--- config.mk ---
export PLATFORM = sky130hd
export DESIGN_NAME = prog_loader
export DESIGN_NICKNAME = d
export VERILOG_FILES = /design/src/rtl/prog_loader_pkg.sv /design/src/rtl/prog_loader_hdr.sv /design/src/rtl/prog_loader.sv
export SDC_FILE = /design/constraint.sdc
export NUM_CORES = 1
export LEC_CHECK = 0
export ABC_CLOCK_PERIOD_IN_PS = 2900
export CAP_MARGIN = 10
export CORE_ASPECT_RATIO = 1.25
export CORE_MARGIN = 2
export CORE_UTILIZATION = 45
export CTS_BUF_LIST = sky130_fd_sc_hd__clkbuf_4 sky130_fd_sc_hd__clkbuf_8 sky130_fd_sc_hd__clkbuf_16
export DETAILED_ROUTE_END_ITERATION = 8
export PLACE_DENSITY = 0.8
export RECOVER_POWER = 50
export SYNTH_ARGS = -nofsm -noshare
export SYNTH_HDL_FRONTEND = slang
export SYNTH_SLANG_ARGS = --single-unit
--- constraint.sdc ---
create_clock -name clk1 -period 2.9 [get_ports clk1]
set_input_delay 0.58 -clock clk1 [delete_from_list [all_inputs] [get_ports clk1]]
set_output_delay 0.58 -clock clk1 [all_outputs]
set_load 0.05 [all_outputs]
--- src/rtl/prog_loader_pkg.sv ---
`default_nettype none
// ============================================================================
//  Module   : prog_loader_pkg
//  Purpose  : Shared opcodes, header field positions and FSM states for the
//             program loader.
//  Revision : 1.0 - initial release
// ============================================================================
package prog_loader_pkg;

    typedef enum logic [1:0] {
        OP_IMEM = 2'b00,
        OP_REG  = 2'b01,
        OP_DUMP = 2'b10,
        OP_GO   = 2'b11
    } opcode_t;

    localparam int c_opc_msb = 31;
    localparam int c_opc_lsb = 30;
    localparam int c_cnt_msb = 29;
    localparam int c_cnt_lsb = 16;
    localparam int c_arg_msb = 15;
    localparam int c_arg_lsb = 0;
    localparam int c_cnt_w   = c_cnt_msb - c_cnt_lsb + 1;
    localparam int c_arg_w   = c_arg_msb - c_arg_lsb + 1;

    typedef enum logic [2:0] {
        S_IDLE     = 3'd0,
        S_WRITE    = 3'd1,
        S_RUN      = 3'd2,
        S_DUMP_RD  = 3'd3,
        S_DUMP_OUT = 3'd4
    } state_t;

endpackage
`default_nettype wire

--- src/rtl/prog_loader_hdr.sv ---
`default_nettype none
// ============================================================================
//  Module   : prog_loader_hdr
//  Purpose  : Splits a command header word into opcode, count and argument.
//  Revision : 1.0 - initial release
// ============================================================================
module prog_loader_hdr
    import prog_loader_pkg::*;
#(
    parameter int DW = 32
) (
    input  logic [DW-1:0]      hdr,
    output opcode_t            opcode,
    output logic [c_cnt_w-1:0] count,
    output logic [c_arg_w-1:0] arg
);

    assign opcode = opcode_t'(hdr[c_opc_msb:c_opc_lsb]);
    assign count  = hdr[c_cnt_msb:c_cnt_lsb];
    assign arg    = hdr[c_arg_msb:c_arg_lsb];

endmodule
`default_nettype wire

--- src/rtl/prog_loader.sv ---
`default_nettype none
// ============================================================================
//  Module   : prog_loader
//  Purpose  : Command-stream driven loader: fills instruction memory and
//             registers, runs the processor with an optional cycle limit and
//             streams a register dump back out.
//  Revision : 1.0 - initial release
// ============================================================================
module prog_loader
    import prog_loader_pkg::*;
#(
    parameter int  DW   = 32,
    parameter int  AW   = 10,
    parameter int  NREG = 32,
    localparam int RW   = $clog2(NREG),
    localparam int PW   = (AW > RW) ? AW : RW
) (
    input  logic          clk1,
    input  logic          rst,
    input  logic          cmd_valid,
    output logic          cmd_ready,
    input  logic [DW-1:0] cmd_data,
    output logic          imem_we,
    output logic [AW-1:0] imem_addr,
    output logic [DW-1:0] imem_wdata,
    output logic          reg_we,
    output logic [RW-1:0] reg_addr,
    output logic [DW-1:0] reg_wdata,
    output logic [RW-1:0] rd_addr,
    input  logic [DW-1:0] rd_data,
    output logic          cpu_run,
    input  logic          cpu_halted,
    output logic          dump_valid,
    input  logic          dump_ready,
    output logic [DW-1:0] dump_data,
    output logic          dump_last,
    output logic          busy,
    output logic          timeout_flag,
    output logic [15:0]   cycle_count
);

    opcode_t            w_opcode;
    logic [c_cnt_w-1:0] w_count;
    logic [c_arg_w-1:0] w_arg;

    prog_loader_hdr #(.DW(DW)) u_hdr (
        .hdr    (cmd_data),
        .opcode (w_opcode),
        .count  (w_count),
        .arg    (w_arg)
    );

    state_t             r_state,   w_state_nx;
    logic [PW-1:0]      r_ptr,     w_ptr_nx;
    logic [c_cnt_w-1:0] r_rem,     w_rem_nx;
    logic               r_is_reg,  w_is_reg_nx;
    logic [15:0]        r_limit,   w_limit_nx;
    logic [15:0]        r_cycle,   w_cycle_nx;
    logic               r_timeout, w_timeout_nx;
    logic               r_have,    w_have_nx;
    logic [DW-1:0]      r_dbuf,    w_dbuf_nx;

    logic        w_fire;
    logic        w_wr;
    logic [15:0] w_cyc_inc;

    // Reset gates every strobe so an aborted transfer never leaks a pulse.
    assign cmd_ready = !rst && ((r_state == S_IDLE) || (r_state == S_WRITE));
    assign w_fire    = cmd_valid && cmd_ready;
    assign w_wr      = w_fire && (r_state == S_WRITE);
    assign w_cyc_inc = (r_cycle == 16'hFFFF) ? r_cycle : r_cycle + 16'd1;

    always_comb begin
        w_state_nx   = r_state;
        w_ptr_nx     = r_ptr;
        w_rem_nx     = r_rem;
        w_is_reg_nx  = r_is_reg;
        w_limit_nx   = r_limit;
        w_cycle_nx   = r_cycle;
        w_timeout_nx = r_timeout;
        w_have_nx    = r_have;
        w_dbuf_nx    = r_dbuf;
        case (r_state)
            S_IDLE: begin
                if (w_fire) begin
                    case (w_opcode)
                        OP_IMEM, OP_REG: begin
                            if (w_count != '0) begin
                                w_state_nx  = S_WRITE;
                                w_ptr_nx    = w_arg[PW-1:0];
                                w_rem_nx    = w_count;
                                w_is_reg_nx = (w_opcode == OP_REG);
                            end
                        end
                        OP_DUMP: begin
                            if (w_count != '0) begin
                                w_state_nx = S_DUMP_RD;
                                w_ptr_nx   = w_arg[PW-1:0];
                                w_rem_nx   = w_count;
                            end
                        end
                        OP_GO: begin
                            w_state_nx   = S_RUN;
                            w_cycle_nx   = 16'd0;
                            w_timeout_nx = 1'b0;
                            w_limit_nx   = w_arg;
                        end
                        default: ;
                    endcase
                end
            end
            S_WRITE: begin
                if (w_fire) begin
                    w_ptr_nx = r_ptr + PW'(1);
                    w_rem_nx = r_rem - 14'd1;
                    if (r_rem == 14'd1) begin
                        w_state_nx = S_IDLE;
                    end
                end
            end
            S_RUN: begin
                w_cycle_nx = w_cyc_inc;
                if (cpu_halted) begin
                    w_state_nx = S_IDLE;
                end else if ((r_limit != 16'd0) && (w_cyc_inc == r_limit)) begin
                    w_state_nx   = S_IDLE;
                    w_timeout_nx = 1'b1;
                end
            end
            S_DUMP_RD: begin
                w_state_nx = S_DUMP_OUT;
                w_have_nx  = 1'b0;
            end
            S_DUMP_OUT: begin
                // rd_addr returns to 0 here, so the read word is captured to ride out a stall.
                if (!r_have) begin
                    w_dbuf_nx = rd_data;
                    w_have_nx = 1'b1;
                end
                if (dump_ready) begin
                    w_have_nx  = 1'b0;
                    w_ptr_nx   = r_ptr + PW'(1);
                    w_rem_nx   = r_rem - 14'd1;
                    w_state_nx = (r_rem == 14'd1) ? S_IDLE : S_DUMP_RD;
                end
            end
            default: w_state_nx = S_IDLE;
        endcase
    end

    always_ff @(posedge clk1) begin
        if (rst) begin
            r_state   <= S_IDLE;
            r_ptr     <= '0;
            r_rem     <= '0;
            r_is_reg  <= 1'b0;
            r_limit   <= '0;
            r_cycle   <= '0;
            r_timeout <= 1'b0;
            r_have    <= 1'b0;
            r_dbuf    <= '0;
        end else begin
            r_state   <= w_state_nx;
            r_ptr     <= w_ptr_nx;
            r_rem     <= w_rem_nx;
            r_is_reg  <= w_is_reg_nx;
            r_limit   <= w_limit_nx;
            r_cycle   <= w_cycle_nx;
            r_timeout <= w_timeout_nx;
            r_have    <= w_have_nx;
            r_dbuf    <= w_dbuf_nx;
        end
    end

    assign imem_we    = w_wr && !r_is_reg;
    assign reg_we     = w_wr && r_is_reg;
    assign imem_addr  = imem_we ? r_ptr[AW-1:0] : '0;
    assign imem_wdata = imem_we ? cmd_data : '0;
    assign reg_addr   = reg_we ? r_ptr[RW-1:0] : '0;
    assign reg_wdata  = reg_we ? cmd_data : '0;

    assign rd_addr    = (r_state == S_DUMP_RD) ? r_ptr[RW-1:0] : '0;
    assign dump_valid = !rst && (r_state == S_DUMP_OUT);
    assign dump_last  = dump_valid && (r_rem == 14'd1);
    assign dump_data  = dump_valid ? (r_have ? r_dbuf : rd_data) : '0;

    assign cpu_run      = (r_state == S_RUN);
    assign busy         = (r_state != S_IDLE);
    assign timeout_flag = r_timeout;
    assign cycle_count  = r_cycle;

endmodule
`default_nettype wire

==> After elaboration in Yosys (flattened, before gate mapping) <==
Cells that the tools add are included.
{ "totals": {"regBits": 94, "latchBits": 0, "ramBits": 0, "romBits": 0, "inputBits": 69, "elab_cells": 102, "memories": 0} }
{ "classes": {"n_addsub": 3, "multipliers": 0, "div": 0, "order_cmp": 0, "n_eq_ne": 22, "shifts": 0, "muxes": 41, "bitwise_logic": 0, "n_reduce_logical": 27} }
{ "op_table": {"columns": ["cell", "count"], "rows": [
  ["$mux 32", 4],
  ["$mux 14", 5],
  ["$mux 10", 6],
  ["$mux 16", 3],
  ["$pmux 14 s3", 1],
  ["$pmux 16 s2", 1],
  ["$pmux 10 s3", 1],
  ["$mux 3", 8],
  ["$add 16x1->16 const B", 1],
  ["$eq 16x16->1", 1],
  ["$eq 16x16->1 const B", 1],
  ["$reduce_bool 16->1", 1],
  ["$pmux 3 s5", 1],
  ["$eq 14x1->1 const B", 1],
  ["$reduce_bool 14->1", 1],
  ["$sub 14x1->14 const B", 1],
  ["$add 10x1->10 const B", 1],
  ["$mux 5", 2],
  ["$ne 2x2->1 const B", 5],
  ["$pmux 3 s3", 1],
  ["$logic_and 1x1->1", 8],
  ["$ne 2x1->1 const B", 4],
  ["$reduce_and 7->1", 1],
  ["$eq 3x2->1 const B", 2],
  ["21 further kinds", 32]
]} }

==> Longest topological paths before layout <==
Gate-level depths: netlist of the first run.
{ "depth": {"ltp_word": 7, "depth_mapped": 10, "mapped_depth_nobuf": 8} }

==> Modules after synthesis <==
From an unflattened synthesis of the first run, not the netlist that was laid out.
{ "unflattened": {"hier_cells": 822, "area_unflattened_um2": 6120.9} }
{ "by_module_without_submodules": {"columns": ["module", "instances", "cells_each", "area_per_inst_um2", "seq_area_each_um2"], "rows": [
  ["prog_loader", 1, 790, 5880.6, 1881.8],
  ["prog_loader_hdr", 1, 32, 240.2, 0.0]
]} }

==> Worst setup path before layout of the first run <==
No wires, ideal clock.
{ "synth_timing": {"path_kind": "input port to output port", "from": "input cmd_valid", "to": "output imem_wdata[22]", "arrival_ps": 2205, "slack_ps": 115, "stages": 5, "n_path_buf": 1, "cell_sequence": "nor2b_1 -> nand2_1 -> nor2_1 -> clkbuf_1 -> and2_1"} }
{ "synth_between": {"elab_chain_len": 4} }
{ "synth_lines": {"columns": ["element", "line", "rtl"], "rows": [
  ["start, declared", "prog_loader.sv:20", "input logic cmd_valid,"],
  ["$logic_and 1x1->1", "prog_loader.sv:69", "assign w_fire = cmd_valid && cmd_ready;"],
  ["$logic_and 1x1->1", "prog_loader.sv:70", "assign w_wr = w_fire && (r_state == S_WRITE);"],
  ["$logic_and 1x1->1", "prog_loader.sv:175", "assign imem_we = w_wr && !r_is_reg;"],
  ["named net imem_we", "prog_loader.sv:23", "output logic imem_we,"],
  ["$mux 32", "prog_loader.sv:178", "assign imem_wdata = imem_we ? cmd_data : '0;"],
  ["end, declared", "prog_loader.sv:25", "output logic [DW-1:0] imem_wdata,"]
]} }
The timed path passes the listed nets, and every way through them passes these cells.

==> Worst setup path in the final report of the first run <==
{ "layout_timing": {"from": "input cmd_valid", "to": "output imem_addr[8]"} }
{ "layout_between": {"elab_chain_len": 4} }
{ "layout_lines": {"columns": ["element", "line", "rtl"], "rows": [
  ["$logic_and 1x1->1", "prog_loader.sv:69", null],
  ["$logic_and 1x1->1", "prog_loader.sv:70", null],
  ["$logic_and 1x1->1", "prog_loader.sv:175", null],
  ["$mux 10", "prog_loader.sv:177", "assign imem_addr = imem_we ? r_ptr[AW-1:0] : '0;"],
  ["end, declared", "prog_loader.sv:24", "output logic [AW-1:0] imem_addr,"]
]} }
Every way passes these cells.

==> metrics.md, run 1 <==
| Metric | Value |
|---|---|
| Vias per Instance | `5.75` |
| Yosys warning total | `0` |
| Number of gates resized after CTS | `0` |
| Combined area of the multi-input logic cells | `3810 sq um` |
| Clock latency on the worst-skew pair | `340 ps` |
| Commonest non-fill, non-tap cell in the layout | `buf_12` |
| Mapped cell area | `5980 sq um` |
| Final count of pins violating max slew | `0` |
| Final routed wire length divided by cell count | `17.6 um` |
| Unrepaired setup endpoints after global routing | `false` |
| Fraction of the yosys area taken by sequential cells | `31.5%` |
| Async S/R FF share, synth | `0%` |
| Post-detailed-route DRC marker count | `0` |
| Post-Syn Nets | `849` |
| Post-synth EDFFs | `0` |
| Number of different library cells in the post-synthesis netlist | `67` |
| 1st-pass router iterations | `5` |
| Max-cap violation count | `0` |
| Detailed placement HPWL | `15,300 um` |
| Post-route minimum period | `2740 ps` |
| Global Route Usage Sum | `28.9%` |
| Wirelength, routed | `20,500 um` |
| Seq. cell area | `1880 sq um` |
| Final hold viol count | `0` |
| Syn_area_per_cell | `7.71 sq um` |
| Placed inst area | `9580 sq um` |
| Max transition margin | `53.5%` |
| # IOs | `209` |
| Synthesis-stage register bit count | `94` |
| Fmax achieved | `0.365 GHz` |
| P_leak | `0.00403 uW` |
| Number of buffers added to fix hold violations after cts | `0` |
| Number of global-route vias before repair | `6,539` |
| Launching element type of the critical path | `input port` |
| Layout fillers | `949` |
| Fraction of layout instances using a drive strength above 1 | `20.7%` |
| Clock tree from TritonCTS | `done` |
| Cell type with the highest occurrence count on the critical path | `buf_12` |
| Area of the core | `13,100 sq um` |
| Syn Inst Count | `776` |
| Setup Viol. Count Final | `0` |
| Number of port buffers | `208` |
| First-pass GRT wire length | `33,200 um` |
| Commonest non-fill, non-tap cells in the layout | `buf_12, dfxtp_1, nor2_1` |
| Sort of element at the end of the critical path | `primary output` |
| Total power draw | `3610 uW` |
| Max rail drop VDD | `0.000270 V` |
| Pwr dens | `366 nW/um^2` |
| Diode insertion count for antenna repair | `0` |
| Count of standard-cell rows | `47` |
| Number of buffers on the longest clock path | `2` |
| Status | `completed` |
| Top cells by area, synth | `dfxtp_1, and2_1, mux2i_1` |
| Register clock-pin slew on the reported worst setup and hold paths | `70 ps` |
| DRC violation total after the first TritonRoute iteration | `451` |
| Clock root buffer | `clkbuf_16` |
| Most common flop cell mapped by yosys | `dfxtp_1` |
| Cell with the largest stage delay on the worst path | `clkdlybuf4s50_1` |
| Setup Buffers After CTS | `0` |
| Overall via count from detail_route | `6,683` |
| Number of routed nets with antenna violations | `0` |
| Hold/Removal Path Class | `reg -> reg` |
| Largest net degree at the start of global routing | `43` |
| Worst-case clock skew | `8.02 ps` |
| Cell-by-cell trace of the critical path | `clkdlybuf4s50_1, nor2b_1, buf_4, nand2_1, nor2_2, buf_12, and2_1, buf_12` |
| Number of nets in the layout | `1,060` |
| Cell type with the largest total area after synthesis | `dfxtp_1` |
| Width of the chip | `107 um` |
| TritonCTS Buffers | `9` |
| Antenna violations before repair | `0` |
| Chip height | `133 um` |
| End-of-flow core utilization | `75.2%` |
| Final clock period utilization by the worst path | `94.6%` |
| Top cell type's share of synthesized area | `31.5%` |
| Initial Utilization | `45.6%` |
| Clock net sink count | `94` |
| Startpoint-to-endpoint class of the critical path | `in -> out` |
| Worst Path Required | `2320 ps` |
| Deepest level of the CTS H-tree | `3` |
| Largest driver fanout on the critical path | `42` |
| Flip-flop count of the largest register, all copies and words added | `32` |
| Slew at the pin with the worst max-slew slack | `697 ps` |
| Largest reg by FF count | `r_dbuf` |
| Total Die Area | `14,200 sq um` |
| Area growth from synthesis to layout | `65.0%` |
| Delay of the slowest cell on the worst path | `450 ps` |
| Arrival time worst endpoint | `2160 ps` |
| Final RePlAce weighted congestion | `0.984` |
| Final design area excluding fillers | `9870 sq um` |
| Total grt overflow | `0` |
-- synth_stat cells, types with 8 or more instances --
master	n
clkbuf_1	40
a21oi_1	62
nor4_1	12
xnor2_1	18
nand4_1	8
nor3_1	22
nor2_1	92
dfxtp_1	94
o21ai_0	37
buf_2	10
nand3_1	16
a21o_1	35
inv_1	11
mux2i_1	36
nand2_1	80
and2_1	86
-- metrics by stage --
stage	TNS [ps]	std cells	hold WS (ps)	setup slack, ps
floorplan	0	776	426	115
global placement	-64.8	1146	433	-35.4
detailed placement	-402	1146	439	-102
CTS	0	1162	455	78.4
global route	0	1163	464	41.9
finish	0	1163	455	157
-- kinds of logic (layout without fill, tap and decap cells) --
| kind of cell | Yosys count | after routing | synth area share (%) |
|---|---|---|---|
| compound gates | 187 | 187 | 20.5 |
| flops | 94 | 94 | 31.5 |
| buf+inv | 66 | 282 | 4.79 |
| simple gates | 366 | 366 | 33.0 |
| fa+ha+maj | 4 | 4 | 0.837 |
| xor+xnor | 23 | 23 | 3.37 |
| mux | 36 | 36 | 6.03 |
-- worst paths after layout --
kind | start | end | slack, ps | depth (start not counted)
worst min register to register | r_dbuf[26] | r_dbuf[26] | 460 | 1
worst min-delay path | r_dbuf[26] | r_dbuf[26] | 460 | 1
worst max register to register | cycle_count[4] | r_state[1] | 310 | 7
worst max-delay path | cmd_valid | imem_addr[8] | 160 | 8
-- critical path: cells and delay by family --
family,cells,cell delay (ps)
buffers and inverters,4,960
AND/OR/NAND/NOR,4,610
-- layer usage --
layer	vias to the layer above	share of wire [%]	global-route usage, %
li1	3143	-	-
met1	3196	37	33.3
met2	280	53	51.2
met3	64	6.0	5.37
met4	0	3.8	12.8
met5	-	0	0
-- layout make-up --
class / instances / share of cell area [%]
Sequential cell: 94 / 19.1
Tap cell: 171 / 2.17
Clock inverter: 7 / 1.24
Clock buffer: 9 / 2.28
Timing Repair Buffer: 255 / 36.2
Inverter: 11 / 0.418
Multi-Input combinational cell: 616 / 38.6
-- where the power goes --
group | internal, uW | leakage [uW] | switching [uW]
logic | 349 | 0.00311 | 478
registers | 1340 | 0.000761 | 67.1
clock network | 846 | 0.000162 | 526
No activity file was read; power rests on OpenSTA's default activity.
==> run 2: changes to the inputs <==
- CORE_ASPECT_RATIO: 1.25 -> 0.6
==> run 2 against run 1 <==
Effect of this change: sequential share of layout area up 0.65 points; cell count up 0.34%; non-clock buffer count up 6; die area up 0.17%; highest routed layer unchanged; clock skew down 3.3 ps; largest power group unchanged; register-to-register slack worse by 90 ps; clock power down 6%; critical path type unchanged; wire length up 1.6%.
==> metrics.md, run 2 (same netlist as run 1, synthesis figures left out) <==
| Metric | Value |
|---|---|
| Number of nets in the layout | `1,066` |
| Setup Viol. Count Final | `0` |
| Max rail drop VDD | `0.000259 V` |
| Post-detailed-route DRC marker count | `0` |
| Total Die Area | `14,300 sq um` |
| Detailed placement HPWL | `15,600 um` |
| Largest reg by FF count | `r_dbuf` |
| Register clock-pin slew on the reported worst setup and hold paths | `60 ps` |
| 1st-pass router iterations | `5` |
| Most Used Layer, Global Route | `met2` |
| Wirelength, routed | `20,900 um` |
| Diode insertion count for antenna repair | `0` |
| Initial Utilization | `46.4%` |
| Hold/Removal Path Class | `reg -> reg` |
| Global Route Usage Sum | `29.3%` |
| Status | `completed` |
| # IOs | `209` |
| TritonCTS Buffers | `9` |
| Overall via count from detail_route | `6,621` |
| Hold Slack | `450 ps` |
| Clock root buffer | `clkbuf_16` |
| Launching element type of the critical path | `input port` |
| Layout fillers | `948` |
| Setup ws final | `101 ps` |
| Worst setup slack after placement | `-174 ps` |
| Arrival time worst endpoint | `2220 ps` |
| Startpoint-to-endpoint class of the critical path | `in -> out` |
| Clock latency on the worst-skew pair | `340 ps` |
| Combined area of the multi-input logic cells | `3820 sq um` |
| Largest driver fanout on the critical path | `20` |
| Final routed wire length divided by cell count | `17.9 um` |
| Largest net degree at the start of global routing | `65` |
| Final clock period utilization by the worst path | `96.5%` |
| DRC violation total after the first TritonRoute iteration | `685` |
| Vias per Instance | `5.67` |
| Number of global-route vias before repair | `6,303` |
| Hold-critical path depth | `1` |
| Met3 Usage GRT | `9.55%` |
| Clock tree from TritonCTS | `done` |
| Final RePlAce weighted congestion | `0.979` |
| Width of the chip | `153 um` |
| Number of buffers on the longest clock path | `2` |
| Number of routed nets with antenna violations | `0` |
| Clock net sink count | `94` |
| Fmax achieved | `0.357 GHz` |
| Antenna violations before repair | `0` |
| Worst-case clock skew | `4.77 ps` |
| Max transition margin | `19.0%` |
| Area growth from synthesis to layout | `59.6%` |
| Unrepaired setup endpoints after global routing | `false` |
| Max-cap violation count | `0` |
| Routing usage on met1 | `42.1%` |
| Number of buffers added to fix hold violations after cts | `0` |
| Met2 Use GR | `43.2%` |
| Flip-flop count of the largest register, all copies and words added | `32` |
| Final count of pins violating max slew | `0` |
| Post-route minimum period | `2800 ps` |
| Number of cells on the worst reg-to-reg path | `7` |
| Slew at the pin with the worst max-slew slack | `1210 ps` |
| P_leak | `0.00401 uW` |
| Commonest non-fill, non-tap cell in the layout | `dfxtp_1` |
| Final hold viol count | `0` |
| Worst Path Required | `2320 ps` |
| Commonest non-fill, non-tap cells in the layout | `dfxtp_1, nor2_1, and2_1, buf_12, nand2_1` |
| Count of standard-cell rows | `32` |
| Fraction of layout instances using a drive strength above 1 | `21.3%` |
| Total grt overflow | `0` |
| Pwr dens | `373 nW/um^2` |
| Number of port buffers | `208` |
| Seq. cell area | `1880 sq um` |
| Deepest level of the CTS H-tree | `3` |
| Sort of element at the end of the critical path | `primary output` |
| Chip height | `93.3 um` |
| First-pass GRT wire length | `33,900 um` |
| Area of the core | `12,900 sq um` |
==> run 2: metrics by stage <==
stage	TNS (ps)	instance area [sq um]	power (uW)	cells	util (%)
floorplan	0	5980	1900	776	-
global placement	-761	9200	2240	1150	71.4
detailed placement	-1430	9200	2260	1150	71.4
CTS	0	9520	3550	1165	73.8
global route	0	9540	3710	1167	74.0
finish	0	9540	3560	1167	74.0
==> run 2: worst paths after layout <==
kind                   from      endpoint  slack [ps]
min reg2reg       r_dbuf[6]     r_dbuf[6]         450
min               r_dbuf[6]     r_dbuf[6]         450
max               cmd_valid  imem_addr[7]         100
max reg2reg  cycle_count[1]    r_state[1]         220
==> run 2: final cells by class <==
| class | count | area share (%) |
|---|---|---|
| tap | 170 | 2.23 |
| sequential | 94 | 19.7 |
| inverter | 11 | 0.433 |
| multi-input combinational | 616 | 40.1 |
| clock inverter | 5 | 0.879 |
| clock buffer | 10 | 2.50 |
| timing repair buffer | 261 | 34.1 |
==> run 2: repair_timing <==
item                                    CTS  global route
gates resized for setup                   4             2
setup buffers                             0             0
cloned                                    0             1
endpoints found under the setup margin    4            17
pin swaps                                 0             1
==> run 2: layer usage <==
metal / part of all wire, % / vias to the layer above
met5: 0 / -
met4: 0.93 / 0
li1: - / 3165
met3: 11 / 23
met2: 42 / 355
met1: 46 / 3078
==> run 2: power breakdown <==
part	switching [uW]	total (uW)	internal [uW]
registers	64.5	1410	1340
clock network	513	1290	776
logic	494	859	364
total	1070	3560	2480
==> run 2: critical path, stage by stage <==
cell and delay [ps]:
clkdlybuf4s50_1 470, nor2b_2 160, buf_4 140, nand2_1 90, nor2_4 220, clkbuf_16 220
and2_1 180, buf_12 150
